**src/rtl/uart_io_endpoint.sv**
```systemverilog
`timescale 1ns/1ps
// uart_io_endpoint
// Peripheral-side endpoint of the IO register interface. It implements an
// 8N1 UART with a small TX FIFO and a single-byte RX holding register.
// The CPU registers are level-held with no strobes, so every CPU command is
// signalled by a change in a sequence field. This block detects those changes.
//
// Parameters:
//   CLK_DIV  - clock cycles per UART bit (4..65535)
//   TX_DEPTH - TX FIFO entries (2, 4 or 8)
//
// Ports:
//   clk        - system clock
//   rst_n      - asynchronous active-low reset
//   tx_data    - byte to transmit
//   tx_seq     - a change of value pushes tx_data into the TX FIFO
//   rx_ack_seq - last rx_seq value consumed by the CPU
//   clr_seq    - a change of value clears the sticky error flags
//   io_status  - registered status word:
//                [7:0] rx_data, [15:8] rx_seq, [16] rx_pending, [17] tx_full,
//                [18] tx_busy, [19] rx_overrun, [20] rx_frame_err,
//                [21] tx_drop, [27:24] TX FIFO occupancy, others 0
//   uart_tx    - serial output, idle high
//   uart_rx    - serial input, asynchronous
//   loopback   - only with UART_LOOPBACK_EN: routes TX into RX, holds pin high
//
// Optional feature macro: UART_LOOPBACK_EN
module uart_io_endpoint #(
  parameter int CLK_DIV  = 868,
  parameter int TX_DEPTH = 4
) (
  input  logic        clk,
  input  logic        rst_n,
  input  logic [7:0]  tx_data,
  input  logic [7:0]  tx_seq,
  input  logic [7:0]  rx_ack_seq,
  input  logic [7:0]  clr_seq,
  output logic [31:0] io_status,
  output logic        uart_tx,
  input  logic        uart_rx
`ifdef UART_LOOPBACK_EN
  ,
  input  logic        loopback
`endif
);

  localparam int PTR_W = $clog2(TX_DEPTH);
  localparam int CNT_W = PTR_W + 1;
  localparam logic [15:0] BAUD_LAST = 16'(CLK_DIV - 1);
  localparam logic [15:0] HALF_LAST = 16'(CLK_DIV / 2 - 1);
  localparam logic [CNT_W-1:0] DEPTH_CNT = CNT_W'(TX_DEPTH);

  typedef enum logic [1:0] {TX_IDLE, TX_START, TX_DATA, TX_STOP} txState_t;
  typedef enum logic [1:0] {RX_IDLE, RX_START, RX_DATA, RX_STOP} rxState_t;

  logic             r_primed;
  logic [7:0]       r_lastTxSeq;
  logic [7:0]       r_lastClrSeq;
  logic [7:0]       r_fifo [TX_DEPTH];
  logic [PTR_W-1:0] r_wrPtr;
  logic [PTR_W-1:0] r_rdPtr;
  logic [CNT_W-1:0] r_count;

  txState_t         r_txState;
  txState_t         w_txNext;
  logic [15:0]      r_txBaud;
  logic [2:0]       r_txBit;
  logic [7:0]       r_txShift;
  logic             r_txOut;

  rxState_t         r_rxState;
  rxState_t         w_rxNext;
  logic [15:0]      r_rxBaud;
  logic [2:0]       r_rxBit;
  logic [7:0]       r_rxShift;
  logic [7:0]       r_rxData;
  logic [7:0]       r_rxSeq;
  logic             r_rxSync1;
  logic             r_rxSync2;

  logic             r_rxOverrun;
  logic             r_rxFrameErr;
  logic             r_txDrop;
  logic [31:0]      r_status;

  logic w_push, w_wr, w_drop, w_clear, w_full, w_empty, w_pop;
  logic w_txBaudDone, w_txBaudClr, w_txBusy;
  logic w_rxBaudClr, w_rxShiftEn, w_rxGood, w_rxBad, w_rxPending;
  logic w_rxIn, w_rxSerialIn;

`ifdef UART_LOOPBACK_EN
  assign w_rxSerialIn = loopback ? r_txOut : uart_rx;
  assign uart_tx      = loopback ? 1'b1 : r_txOut;
`else
  assign w_rxSerialIn = uart_rx;
  assign uart_tx      = r_txOut;
`endif

  assign w_rxIn      = r_rxSync2;
  assign w_full      = (r_count == DEPTH_CNT);
  assign w_empty     = (r_count == '0);
  assign w_push      = r_primed && (tx_seq != r_lastTxSeq);
  assign w_clear     = r_primed && (clr_seq != r_lastClrSeq);
  assign w_wr        = w_push && !w_full;
  assign w_drop      = w_push && w_full;
  assign w_rxPending = (r_rxSeq != rx_ack_seq);
  assign w_txBusy    = !w_empty || (r_txState != TX_IDLE);
  assign io_status   = r_status;

  // The first edge after reset only captures the sequence fields, so a
  // non-zero value already present at reset release is not seen as a command.
  always_ff @(posedge clk or negedge rst_n) begin
    if (!rst_n) begin
      r_primed     <= 1'b0;
      r_lastTxSeq  <= 8'd0;
      r_lastClrSeq <= 8'd0;
    end else begin
      r_primed     <= 1'b1;
      r_lastTxSeq  <= tx_seq;
      r_lastClrSeq <= clr_seq;
    end
  end

  // FIFO storage needs no reset; occupancy and pointers define validity.
  always_ff @(posedge clk) begin
    if (w_wr) r_fifo[r_wrPtr] <= tx_data;
  end

  // Pointers wrap naturally because TX_DEPTH is a power of two.
  always_ff @(posedge clk or negedge rst_n) begin
    if (!rst_n) begin
      r_wrPtr <= '0;
      r_rdPtr <= '0;
      r_count <= '0;
    end else begin
      if (w_wr)  r_wrPtr <= r_wrPtr + PTR_W'(1);
      if (w_pop) r_rdPtr <= r_rdPtr + PTR_W'(1);
      if (w_wr && !w_pop)      r_count <= r_count + CNT_W'(1);
      else if (!w_wr && w_pop) r_count <= r_count - CNT_W'(1);
    end
  end

  always_ff @(posedge clk or negedge rst_n) begin
    if (!rst_n) r_txState <= TX_IDLE;
    else        r_txState <= w_txNext;
  end

  always_comb begin
    w_txNext     = r_txState;
    w_pop        = 1'b0;
    w_txBaudClr  = 1'b0;
    w_txBaudDone = (r_txBaud == BAUD_LAST);
    case (r_txState)
      TX_IDLE: begin
        w_txBaudClr = 1'b1;
        if (!w_empty) begin
          w_txNext = TX_START;
          w_pop    = 1'b1;
        end
      end
      TX_START: if (w_txBaudDone) begin
        w_txBaudClr = 1'b1;
        w_txNext    = TX_DATA;
      end
      TX_DATA: if (w_txBaudDone) begin
        w_txBaudClr = 1'b1;
        if (r_txBit == 3'd7) w_txNext = TX_STOP;
      end
      TX_STOP: if (w_txBaudDone) begin
        w_txBaudClr = 1'b1;
        // Chain straight into the next frame when more bytes are queued.
        if (!w_empty) begin
          w_txNext = TX_START;
          w_pop    = 1'b1;
        end else begin
          w_txNext = TX_IDLE;
        end
      end
      default: w_txNext = TX_IDLE;
    endcase
  end

  // The serial output is registered: a pop drives the start bit on the same
  // edge, and each bit change happens on the edge that ends the previous bit.
  always_ff @(posedge clk or negedge rst_n) begin
    if (!rst_n) begin
      r_txBaud  <= 16'd0;
      r_txBit   <= 3'd0;
      r_txShift <= 8'd0;
      r_txOut   <= 1'b1;
    end else begin
      r_txBaud <= w_txBaudClr ? 16'd0 : r_txBaud + 16'd1;
      if (r_txState != TX_DATA)  r_txBit <= 3'd0;
      else if (w_txBaudDone)     r_txBit <= r_txBit + 3'd1;
      if (w_pop) begin
        r_txShift <= r_fifo[r_rdPtr];
        r_txOut   <= 1'b0;
      end else if (w_txBaudDone) begin
        case (r_txState)
          TX_START: r_txOut <= r_txShift[0];
          TX_DATA: begin
            r_txShift <= {1'b0, r_txShift[7:1]};
            r_txOut   <= (r_txBit == 3'd7) ? 1'b1 : r_txShift[1];
          end
          TX_STOP: r_txOut <= 1'b1;
          default: r_txOut <= r_txOut;
        endcase
      end
    end
  end

  always_ff @(posedge clk or negedge rst_n) begin
    if (!rst_n) begin
      r_rxSync1 <= 1'b1;
      r_rxSync2 <= 1'b1;
      r_rxState <= RX_IDLE;
    end else begin
      r_rxSync1 <= w_rxSerialIn;
      r_rxSync2 <= r_rxSync1;
      r_rxState <= w_rxNext;
    end
  end

  // The start bit is re-checked half a bit after the falling edge so that
  // short glitches are rejected; later samples then fall near bit centres.
  always_comb begin
    w_rxNext    = r_rxState;
    w_rxBaudClr = 1'b0;
    w_rxShiftEn = 1'b0;
    w_rxGood    = 1'b0;
    w_rxBad     = 1'b0;
    case (r_rxState)
      RX_IDLE: begin
        w_rxBaudClr = 1'b1;
        if (!w_rxIn) w_rxNext = RX_START;
      end
      RX_START: if (r_rxBaud == HALF_LAST) begin
        w_rxBaudClr = 1'b1;
        w_rxNext    = w_rxIn ? RX_IDLE : RX_DATA;
      end
      RX_DATA: if (r_rxBaud == BAUD_LAST) begin
        w_rxBaudClr = 1'b1;
        w_rxShiftEn = 1'b1;
        if (r_rxBit == 3'd7) w_rxNext = RX_STOP;
      end
      RX_STOP: if (r_rxBaud == BAUD_LAST) begin
        w_rxBaudClr = 1'b1;
        w_rxNext    = RX_IDLE;
        w_rxGood    = w_rxIn;
        w_rxBad     = !w_rxIn;
      end
      default: w_rxNext = RX_IDLE;
    endcase
  end

  // Sticky flags: a set event on the same edge as a clear takes priority.
  always_ff @(posedge clk or negedge rst_n) begin
    if (!rst_n) begin
      r_rxBaud     <= 16'd0;
      r_rxBit      <= 3'd0;
      r_rxShift    <= 8'd0;
      r_rxData     <= 8'd0;
      r_rxSeq      <= 8'd0;
      r_rxOverrun  <= 1'b0;
      r_rxFrameErr <= 1'b0;
      r_txDrop     <= 1'b0;
      r_status     <= 32'd0;
    end else begin
      r_rxBaud <= w_rxBaudClr ? 16'd0 : r_rxBaud + 16'd1;
      if (r_rxState != RX_DATA) r_rxBit <= 3'd0;
      else if (w_rxShiftEn)     r_rxBit <= r_rxBit + 3'd1;
      if (w_rxShiftEn) r_rxShift <= {w_rxIn, r_rxShift[7:1]};
      if (w_rxGood) begin
        r_rxData <= r_rxShift;
        r_rxSeq  <= r_rxSeq + 8'd1;
      end
      if (w_rxGood && w_rxPending) r_rxOverrun  <= 1'b1;
      else if (w_clear)            r_rxOverrun  <= 1'b0;
      if (w_rxBad)                 r_rxFrameErr <= 1'b1;
      else if (w_clear)            r_rxFrameErr <= 1'b0;
      if (w_drop)                  r_txDrop     <= 1'b1;
      else if (w_clear)            r_txDrop     <= 1'b0;
      r_status <= {4'd0, 4'(r_count), 2'd0, r_txDrop, r_rxFrameErr,
                   r_rxOverrun, w_txBusy, w_full, w_rxPending,
                   r_rxSeq, r_rxData};
    end
  end

endmodule

```
**config.mk**
```make
export PLATFORM = sky130hd
export DESIGN_NAME = uart_io_endpoint
export DESIGN_NICKNAME = d
export VERILOG_FILES = /design/src/rtl/uart_io_endpoint.sv
export SDC_FILE = /design/constraint.sdc
export NUM_CORES = 1
export LEC_CHECK = 0
export BUFFER_PORTS_ARGS = -buffer_cell sky130_fd_sc_hd__buf_2
export CORE_ASPECT_RATIO = 1.2
export CORE_MARGIN = 4
export CORE_UTILIZATION = 53
export CTS_BUF_LIST = sky130_fd_sc_hd__clkbuf_16
export CTS_CLUSTER_DIAMETER = 30
export DETAILED_ROUTE_END_ITERATION = 6
export GPL_TIMING_DRIVEN = 0
export PLACE_DENSITY = 0.73
export SYNTH_ARGS = -nofsm -noshare
export SYNTH_HDL_FRONTEND = slang
export SYNTH_SLANG_ARGS = --single-unit
```
**constraint.sdc**
```tcl
create_clock -name clk -period 4.9 [get_ports clk]
set_input_delay 0.245 -clock clk [delete_from_list [all_inputs] [get_ports clk]]
set_output_delay 0.245 -clock clk [all_outputs]
set_load 0.01 [all_outputs]
```
==> results by group, run 1 <==
Setup path
  – Worst-path cell chain: ha_1 > nor4b_1 > and4_1 > clkbuf_1 > a31oi_1 > clkbuf_1 > ha_1 > inv_1 > fa_1 > mux2_2
  – Startpoint class of the critical path: flip-flop
  – Worst path required time: around 5.2 ns
  – Critical Path End Type: flip-flop
  – R2r setup slk: roughly 1.7 ns
  – Critical path class: flip-flop to flip-flop
  – Slowest library cell on the worst path: fa_1
  – Max incr delay on CP: 0.40 ns
  – Cells on worst reg2reg path: 10
  – Max FO, Critical Path: 10
  – Reg2reg start: r_txBaud[0]
  – R2r endpoint: r_count[1]
  – Critical path arrival: between 3 and 4 ns

Global route
  – Antenna violations before repair: 0
  – GR Overflow Total: 0
  – Largest net degree at the start of global routing: between 70 and 80
  – First-pass GRT wire length: between 20 and 25 mm
  – GRT Resource Usage Total: 18.1%
  – Vias in the first global route: between 4000 and 5000

CTS
  – Hold_buf cts: 18
  – Num CTS Buffers: 17
  – Clk sink count: between 150 and 200
  – Setup bufs post-CTS: 0
  – Root Buffer: clkbuf_16
  – Clock Tree Buf Depth: 2
  – Post-CTS Resized: 0
  – H-tree Lvls: 4
  – TritonCTS clock tree: yes
  – Clock-pin slew on the worst setup and hold paths: ~0.06 ns
  – Clk Latency, worst-skew pair: between 0.4 and 0.5 ns

Routing
  – DRC: 0
  – WL final: roughly 12 mm
  – Routed Antenna Nets: 0
  – First drt pass iteration count: 4
  – Wire per inst: 15.1 um
  – Routed via count: about 4100
  – DR vias/cell: approximately 5.2
  – Iteration-0 DRC count of the detailed router: 192

Place
  – Detail Placement HPWL: approximately 7.7 mm
  – Port bufs: 60
  – GP Congestion: 0.783

Floorplan
  – Die area: between 0.01 and 0.015 mm^2
  – Core Area: about 0.012 mm^2
  – Ports: about 70
  – Die width: between 100 and 150 um
  – Cell Rows: 44
  – Initial Utilization: a little over half
  – Die span in y: between 100 and 150 um

Timing
  – Worst slew pin tran: about 0.76 ns
  – Skew final: ~0.013 ns
  – Fin crit share: between 60% and 70%
  – FMAX: 317 MHz
  – Max-slew headroom: 49.2%
  – # setup viols final: 0
  – Unrepaired setup endpoints after global routing: no
  – Tmin final: approximately 3.2 ns
  – TNS Setup: 0 ns
  – Fin. max-slew vios: 0
  – Final-report hold violation count: 0

Final layout
  – Post-layout util: about 66%
  – Share of cells above drive strength 1: between 20% and 30%
  – Area Overhead vs Synth: 20.6%
  – Layout Nets: roughly 660
  – Ant diodes: 0
  – Number of fill cells in the layout: slightly above 900

Logic synthesis
  – Yosys warning total: 0
  – Sequential share of the synthesized area: between 60% and 70%
  – Synth Cell Area: about 0.0067 mm^2
  – Commonest cells post-synth: dfrtp_1 (126), nor2_1 (56), xor2_1 (35)
  – Synth top area share: 47.4%
  – Number of synthesized flops with an enable pin: 32
  – Synthesized flop and latch total: about 160
  – Asr flop ratio synth: between 80% and 90%
  – Post-Syn Area per Cell: roughly 13 um^2
  – Synth Flop Type: dfrtp_1
  – Top cells by area, synth: dfrtp_1 (47%), edfxtp_1 (14%), xor2_1 (4.6%)
  – Largest area contributor in the synthesized netlist: dfrtp_1
  – Post-synth cell types: 49
  – Cells after Synth: 501
  – Count leader, synth: dfrtp_1

Hold path
  – Hold crit path type: primary input to flip-flop
  – Beginning of the worst hold path: tx_data[7]
  – Hold endpoint: r_fifo[0][7]
  – Hold Crit Depth: 1

Run
  – Max_cap viols: 0

Power
  – Max VDD drop: between 0.0002 and 0.00025 V
  – Pwr Density: roughly 390 mW/mm^2
  – Leak pwr: between 3 and 4 nW

Status
  – Outcome: completed
-- per-stage QoR --
step	hold slack, ns	setup WS, ns	cells	power (mW)	area (um^2)
floorplan	-0.0506	2.18	507	1.69	6680
global placement	0.345	1.80	728	1.78	7180
global route	0.0326	1.54	779	3.30	8030
finish	0.0427	1.74	779	3.17	8030
CTS	0.0302	1.71	779	3.20	8030
detailed placement	0.234	1.73	729	1.80	7220
-- area by class of cell --
cell class                      instances  area (um^2)  area share (%)
Buffer                                 19          110            1.37
Clock buffer                           19          475            5.92
Clock inverter                         13          158            1.96
Inverter                               13         48.8           0.608
Multi-Input combinational cell        314         2330            29.0
Sequential cell                       161         4190            52.2
Tap cell                              161          201            2.51
Timing Repair Buffer                   79          514            6.40
-- layer usage --
metal	vias to the layer above	GRT usage (%)	share of wire, %
met1	2019	22.9	41
met4	0	6.38	1.3
met5	-	0	0
met2	95	30.7	53
li1	1934	-	-
met3	14	4.52	4.3
-- worst max-delay path: cells and delay by family (launching register included) --
kind            cells  cell delay (ns)
compound gates      1             0.16
fa+ha+maj           3             0.93
mux                 1             0.27
simple gates        2             0.63
flops               1             0.39
buf+inv             3             0.67
-- kinds of logic after synthesis --
family | count (synthesis) | synth area share [%]
mux | 38 | 7.57
xor+xnor | 66 | 8.68
fa+ha+maj | 19 | 3.68
buf+inv | 32 | 2.39
flops | 161 | 63.0
compound gates | 31 | 2.82
simple gates | 152 | 11.8
other cells | 2 | 0.113
-- placed cells by master, fill, tap and decap left out, types with 8 or more instances in the layout --
cell type and n:
a21oi_1 13, buf_2 60, buf_4 8, clkbuf_1 8, clkbuf_16 19, conb_1 8, dfrtp_1 126, dlygate4sd3_1 18
edfxtp_1 32, ha_1 18, inv_1 16, mux2_2 19, mux2i_1 11, mux4_2 8, nand2_1 19, nand3_1 18
nand4_1 14, nor2_1 56, xnor2_1 31, xor2_1 35
-- worst max-delay path by stage --
stage | endpoint | from
after CTS | r_count[1] | r_txBaud[0]
after floorplan | r_count[2] | r_txBaud[0]
after global placement | r_count[1] | r_txBaud[0]
final | r_count[1] | r_txBaud[0]
after global routing | r_count[1] | r_txBaud[0]
after detailed placement | r_count[1] | r_txBaud[0]
-- sequential cells by signal, summed over array words and instances (netlist names), 3 cells and up, named ones only --
register      count
io_status        25
r_txShift         8
r_rxBit           3
r_fifo           32
r_lastTxSeq       8
r_txBit           3
r_rxShift         8
r_rxData          8
r_txBaud         16
r_lastClrSeq      8
r_rxSeq           8
r_rxBaud         16
r_count           3
-- report_power, final --
group / switching (mW) / leakage (nW) / internal, mW / total (mW)
sequential: 0.0482 / 1.96 / 1.48 / 1.53
clock: 0.525 / 0.315 / 0.862 / 1.39
combinational: 0.140 / 1.46 / 0.114 / 0.254
Power figures use the tool's default switching activity.
==> inputs of run 2 (changes only) <==
Settings changed: ABC_AREA set to 1, PLACE_DENSITY 0.73 to 0.75.
Clock period 4.9 ns to 2.81 ns, I/O delays scaled along.
==> run 2 against run 1 <==
Against the previous run: maximum frequency increased by 24%; largest cell class unchanged; register-to-register slack got worse by 1.5 ns; via count increased by 30%; global-route usage increased by 1.5 points; core utilization decreased by 0.92 points; non-clock buffer count increased by 7; highest routed layer unchanged; routed wire length increased by 21%; clock-buffer cell count decreased by 1.
==> results by group, run 2 <==
Status
  – Outcome: completed

Logic synthesis
  – Post-Syn Area per Cell: between 9 and 10 um^2
  – Synth Flop Type: dfrtp_1
  – Number of synthesized flops with an enable pin: 32
  – Yosys warning total: 0
  – Synthesized flop and latch total: between 150 and 200
  – Asr flop ratio synth: between 80% and 90%
  – Commonest cells post-synth: nand2_1 (140), nor2_1 (127), dfrtp_1 (126)
  – Largest area contributor in the synthesized netlist: dfrtp_1
  – Synth top area share: between 40% and 50%
  – Synth Cell Area: 0.00714 mm^2
  – Post-synth cell types: 39
  – Top cells by area, synth: dfrtp_1 (44%), edfxtp_1 (13%), nand2_1 (7.4%)
  – Sequential share of the synthesized area: 58.8%
  – Count leader, synth: nand2_1
  – Cells after Synth: 741

Setup path
  – Critical Path End Type: flip-flop
  – R2r setup slk: between 0.2 and 0.3 ns
  – Max FO, Critical Path: 10
  – Startpoint class of the critical path: flip-flop
  – Reg2reg start: r_txBaud[0]
  – Critical path arrival: ~2.9 ns
  – Critical path class: flip-flop to flip-flop
  – Crit path from: r_txBaud[0]
  – Worst path required time: 3.12 ns

Timing
  – FMAX: about 400 MHz
  – Skew final: slightly above 0.007 ns
  – Fin. max-slew vios: 0
  – TNS Setup: 0 ns
  – Fin crit share: 90.4%
  – Max-slew headroom: 46.6%
  – Tmin final: roughly 2.5 ns
  – Unrepaired setup endpoints after global routing: no
  – Final-report hold violation count: 0
  – # setup viols final: 0
  – Worst slew pin tran: ~0.80 ns
  – Worst hold margin: 0.0684 ns

Final layout
  – Sequential cell area: between 0.004 and 0.005 mm^2
  – Layout Nets: 907
  – Most frequent cells in the layout: nand2_1 (140), nor2_1 (127), dfrtp_1 (126)
  – Area Overhead vs Synth: 19.7%
  – Final instance area: 0.00854 mm^2
  – Ant diodes: 0
  – Commonest non-fill, non-tap cell in the layout: nand2_1
  – Max FFs per register: 32
  – Number of fill cells in the layout: 998
  – Largest Register: r_fifo
  – Share of cells above drive strength 1: 15.5%
  – Multi-input gate area: around 0.0026 mm^2

Routing
  – First drt pass iteration count: 4
  – Routed Antenna Nets: 0
  – Wire per inst: roughly 14 um
  – DR vias/cell: 5.12
  – Routed via count: approximately 5300
  – WL final: between 10 and 15 mm
  – DRC: 0
  – Iteration-0 DRC count of the detailed router: about 220

Global route
  – GRT Resource Usage Total: about a fifth
  – Vias in the first global route: approximately 5300
  – Antenna violations before repair: 0
  – Largest net degree at the start of global routing: between 70 and 80
  – GR Overflow Total: 0
  – First-pass GRT wire length: roughly 24 mm

CTS
  – Post-CTS Resized: 0
  – TritonCTS clock tree: yes
  – Setup bufs post-CTS: 0
  – Root Buffer: clkbuf_16
  – Num CTS Buffers: 17
  – Clk sink count: ~160
  – Clk Latency, worst-skew pair: about 0.42 ns
  – H-tree Lvls: 4
  – Clock Tree Buf Depth: 2
  – Clock-pin slew on the worst setup and hold paths: ~0.060 ns

Floorplan
  – Core Area: ~0.013 mm^2
  – Die span in y: between 100 and 150 um
  – Initial Utilization: 54.1%
  – Die area: 0.0154 mm^2
  – Ports: 68
  – Cell Rows: 46
  – Die width: around 110 um

Power
  – Pwr Density: approximately 630 mW/mm^2
  – Clk pwr share: around two fifths
  – Sw Pwr: between 1 and 1.5 mW
  – Sequential Power Share: between 40% and 50%
  – Comb power frac: a little under 9%
  – Switching Fraction: between 20% and 30%
  – Internal Power: a little over 4 mW
  – Max VDD drop: 0.000420 V
  – Leak pwr: about 4.1 nW

Run
  – Max_cap viols: 0

Hold path
  – Beginning of the worst hold path: rx_ack_seq[1]
  – Hold crit path type: primary input to flip-flop

Place
  – Port bufs: 60
  – GP Congestion: between 0.8 and 0.9
  – Cell Area, Placed: between 0.007 and 0.008 mm^2
  – Detail Placement HPWL: 9.95 mm
run 2: worst paths after layout:
| path | end | depth (start not counted) |
|---|---|---|
| setup reg to reg | r_count[1] | 13 |
| hold reg to reg | r_rxSync2 | 0 |
| hold / removal | io_status[16] | 4 |
| min in group asynchronous | r_count[1] | 2 |
| max in group asynchronous | r_rxSync2 | 3 |
| setup / recovery | r_count[1] | 13 |
run 2: repair_timing:
item,CTS,global route
endpoints found under the setup margin,0,0
hold buffers,26,0
hold endpoints to repair,99,0
run 2: logic make-up after synthesis:
kind of cell	count (synthesis)	share of synthesized area, %
buffers and inverters	93	5.75
DFF	161	58.8
other	2	0.105
adders and majority gates	19	3.44
AOI/OAI and AO/OA	72	5.38
muxes	1	0.158
xor gates and xnor gates	38	4.66
and+or+nand+nor	355	21.7
run 2: power by group through the flow:
stage,sequential [mW],combinational (mW),clock (mW)
after global placement,2.68,0.429,0
final,2.65,0.478,2.22
after global routing,2.67,0.551,2.38
after floorplan,2.69,0.248,0
after CTS,2.65,0.491,2.27
after detailed placement,2.70,0.455,0
run 2: area by class of cell:
class / count / share of cell area, %
sequential: 161 / 49.1
multi-input combinational: 493 / 29.9
timing repair buffer: 87 / 6.96
clock buffer: 18 / 5.28
inverter: 75 / 3.30
tap: 168 / 2.46
buffer: 18 / 1.51
clock inverter: 14 / 1.47
run 2: per-layer routing:
metal / GRT usage (%) / wire length (um)
met1: 21.7 / 5590
met2: 36.4 / 7890
met3: 5.15 / 505
met4: 6.53 / 271
met5: 0 / 0
run 2: worst max-delay path: stages (launching register included):
cell and delay [ns]:
dfrtp_1 0.37, ha_1 0.20, inv_1 0.05, nor2_1 0.08, nand2_1 0.09, nor2_4 0.21, nand3_2 0.10, nand2_2 0.12
nand2_4 0.09, buf_6 0.16, ha_1 0.17, inv_1 0.11, fa_1 0.42, mux2_2 0.27
run 2: through the flow:
stage	std cells	worst slack, ns	power, mW	utilization (%)
2_1_floorplan	747	0.510	2.94	-
3_3_place_gp	975	0.0167	3.11	58.2
3_5_place_dp	976	0.292	3.15	58.4
4_1_cts	1034	0.254	5.42	64.8
5_1_grt	1034	0.0630	5.60	64.8
6_report	1034	0.269	5.35	64.8
==> inputs of run 3 (changes only) <==
Settings changed: CORE_MARGIN 4 to 5.
==> run 3 against run 2 <==
Against the previous run: critical endpoint unchanged; largest cell class unchanged; sequential power barely moved; via count is 2.6% lower; power rose by 1.2%.
==> results by group, run 3 (synthesis results as in run 2) <==
Final layout
  – Post-layout util: roughly 65%
  – Share of cells above drive strength 1: about 16%
  – Ant diodes: 0
  – Most frequent cells in the layout: nand2_1 (140), nor2_1 (127), dfrtp_1 (126)
  – Layout Cells excl Fill: 1034
  – Area Overhead vs Synth: 19.9%
  – Largest Register: r_fifo
  – Number of fill cells in the layout: around 1100
  – Layout Nets: 907
  – Max FFs per register: 32
  – Sequential cell area: around 0.0042 mm^2
  – Commonest non-fill, non-tap cell in the layout: nand2_1
  – Multi-input gate area: ~0.0026 mm^2
  – Final instance area: about 0.0086 mm^2

Floorplan
  – Initial Utilization: 53.9%
  – Core Area: 0.0132 mm^2
  – Die area: between 0.015 and 0.02 mm^2
  – Die span in y: 137 um
  – Cell Rows: 46
  – Ports: 68
  – Die width: roughly 120 um

Timing
  – Fin. max-slew vios: 0
  – FMAX: ~390 MHz
  – Max-slew headroom: between 40 and 50%
  – Tmin final: 2.54 ns
  – Fin crit share: around nine tenths
  – Skew final: 0.00929 ns
  – Worst slew pin tran: about 0.83 ns
  – Final setup margin: 0.268 ns
  – Unrepaired setup endpoints after global routing: no
  – # setup viols final: 0
  – Final-report hold violation count: 0

Place
  – GP Congestion: ~0.85
  – Worst slack at placement: 0.249 ns
  – Detail Placement HPWL: 9.50 mm
  – Cell Area, Placed: just under 0.008 mm^2
  – DP Cell Count: between 900 and 1000
  – Port bufs: 60

CTS
  – Clk sink count: approximately 160
  – Clk Latency, worst-skew pair: 0.43 ns
  – Hold_buf cts: 26
  – Clock-pin slew on the worst setup and hold paths: 0.07 ns
  – Root Buffer: clkbuf_16
  – Post-CTS Resized: 0
  – Setup bufs post-CTS: 0
  – TritonCTS clock tree: yes
  – Clock Tree Buf Depth: 2
  – H-tree Lvls: 4
  – Num CTS Buffers: 17

Power
  – Comb power frac: 8.8%
  – Total power: between 5 and 6 mW
  – Leak pwr: about 4.1 nW
  – Internal Power: roughly 4.1 mW
  – Sw Pwr: approximately 1.4 mW
  – Sequential Power Share: 49.0%
  – Switching Fraction: 25.0%
  – Clk pwr share: a little over two fifths
  – Max VDD drop: 0.000489 V
  – Pwr Density: approximately 630 mW/mm^2

Routing
  – DR vias/cell: around 5.0
  – Routed Antenna Nets: 0
  – Iteration-0 DRC count of the detailed router: between 200 and 300
  – Routed via count: 5158
  – WL final: ~14 mm
  – First drt pass iteration count: 6
  – Wire per inst: around 13 um
  – DRC: 0

Setup path
  – Worst path required time: 3.12 ns
  – CP Buf/Inv Count: 3
  – Max FO, Critical Path: 10
  – Slowest library cell on the worst path: fa_1
  – Max incr delay on CP: about 0.41 ns
  – Critical Path End Type: flip-flop
  – Crit path max-delay family: adder cells
  – Critical path arrival: around 2.9 ns
  – Worst-path cell chain: ha_1 > inv_1 > nor2_1 > nand2_1 > nor2_4 > nand3_2 > nand2_2 > nand2_4 > buf_6 > ha_1 > inv_1 > fa_1 > mux2_2
  – Startpoint class of the critical path: flip-flop
  – Critical path class: flip-flop to flip-flop

Status
  – Outcome: completed

Run
  – Max_cap viols: 0

Global route
  – GRT Resource Usage Total: between 10% and 20%
  – First-pass GRT wire length: between 20 and 25 mm
  – GR Overflow Total: 0
  – Antenna violations before repair: 0
  – Largest net degree at the start of global routing: 67
  – Vias in the first global route: 5181

Hold path
  – Hold crit path type: primary input to flip-flop
## run 3: metrics by stage
stage	hold slack, ns	TNS (ns)
after floorplan	-0.155	0
after global placement	0.246	-9.21
after detailed placement	0.171	0
after CTS	0.0494	0
after global routing	0.100	0
final	0.0678	0
## run 3: path summary, 6_finish.rpt
check | from | end | slack [ns] | depth (start not counted)
worst max-delay path | r_txBaud[0] | r_count[1] | 0.27 | 13
worst min-delay path | rx_ack_seq[1] | io_status[16] | 0.07 | 4
worst max register to register | r_txBaud[0] | r_count[1] | 0.27 | 13
worst min register to register | r_rxSync1 | r_rxSync2 | 0.36 | 0
max in group asynchronous | rst_n | uart_tx | 1.82 | 3
min in group asynchronous | rst_n | r_txBaud[2] | 0.27 | 2
## run 3: final cells by class
cell class	count	share of cell area, %
Clock inverter	14	1.64
Inverter	75	3.29
Timing Repair Buffer	87	6.95
Multi-Input combinational cell	493	29.9
Sequential cell	161	49.0
Clock buffer	18	5.27
Tap cell	168	2.46
Buffer	18	1.51
## run 3: metal layers
metal	global-route usage, %	routed length [um]	share of wire (%)
met5	0	0	0
met2	32.3	7240	52
met1	23.1	5790	42
met3	4.11	465	3.3
met4	9.16	442	3.2
## run 3: power by group through the flow
stage / Sequential (mW) / Combinational [mW] / Clock [mW]
global route: 2.67 / 0.547 / 2.43
CTS: 2.65 / 0.487 / 2.33
floorplan: 2.69 / 0.248 / 0
finish: 2.65 / 0.477 / 2.29
detailed placement: 2.70 / 0.455 / 0
global placement: 2.69 / 0.436 / 0
## run 3: tightest hold or removal path: stages
cell     delay (ns)
buf_2          0.10
nand2_1        0.06
a21oi_1        0.06
nand4_1        0.09
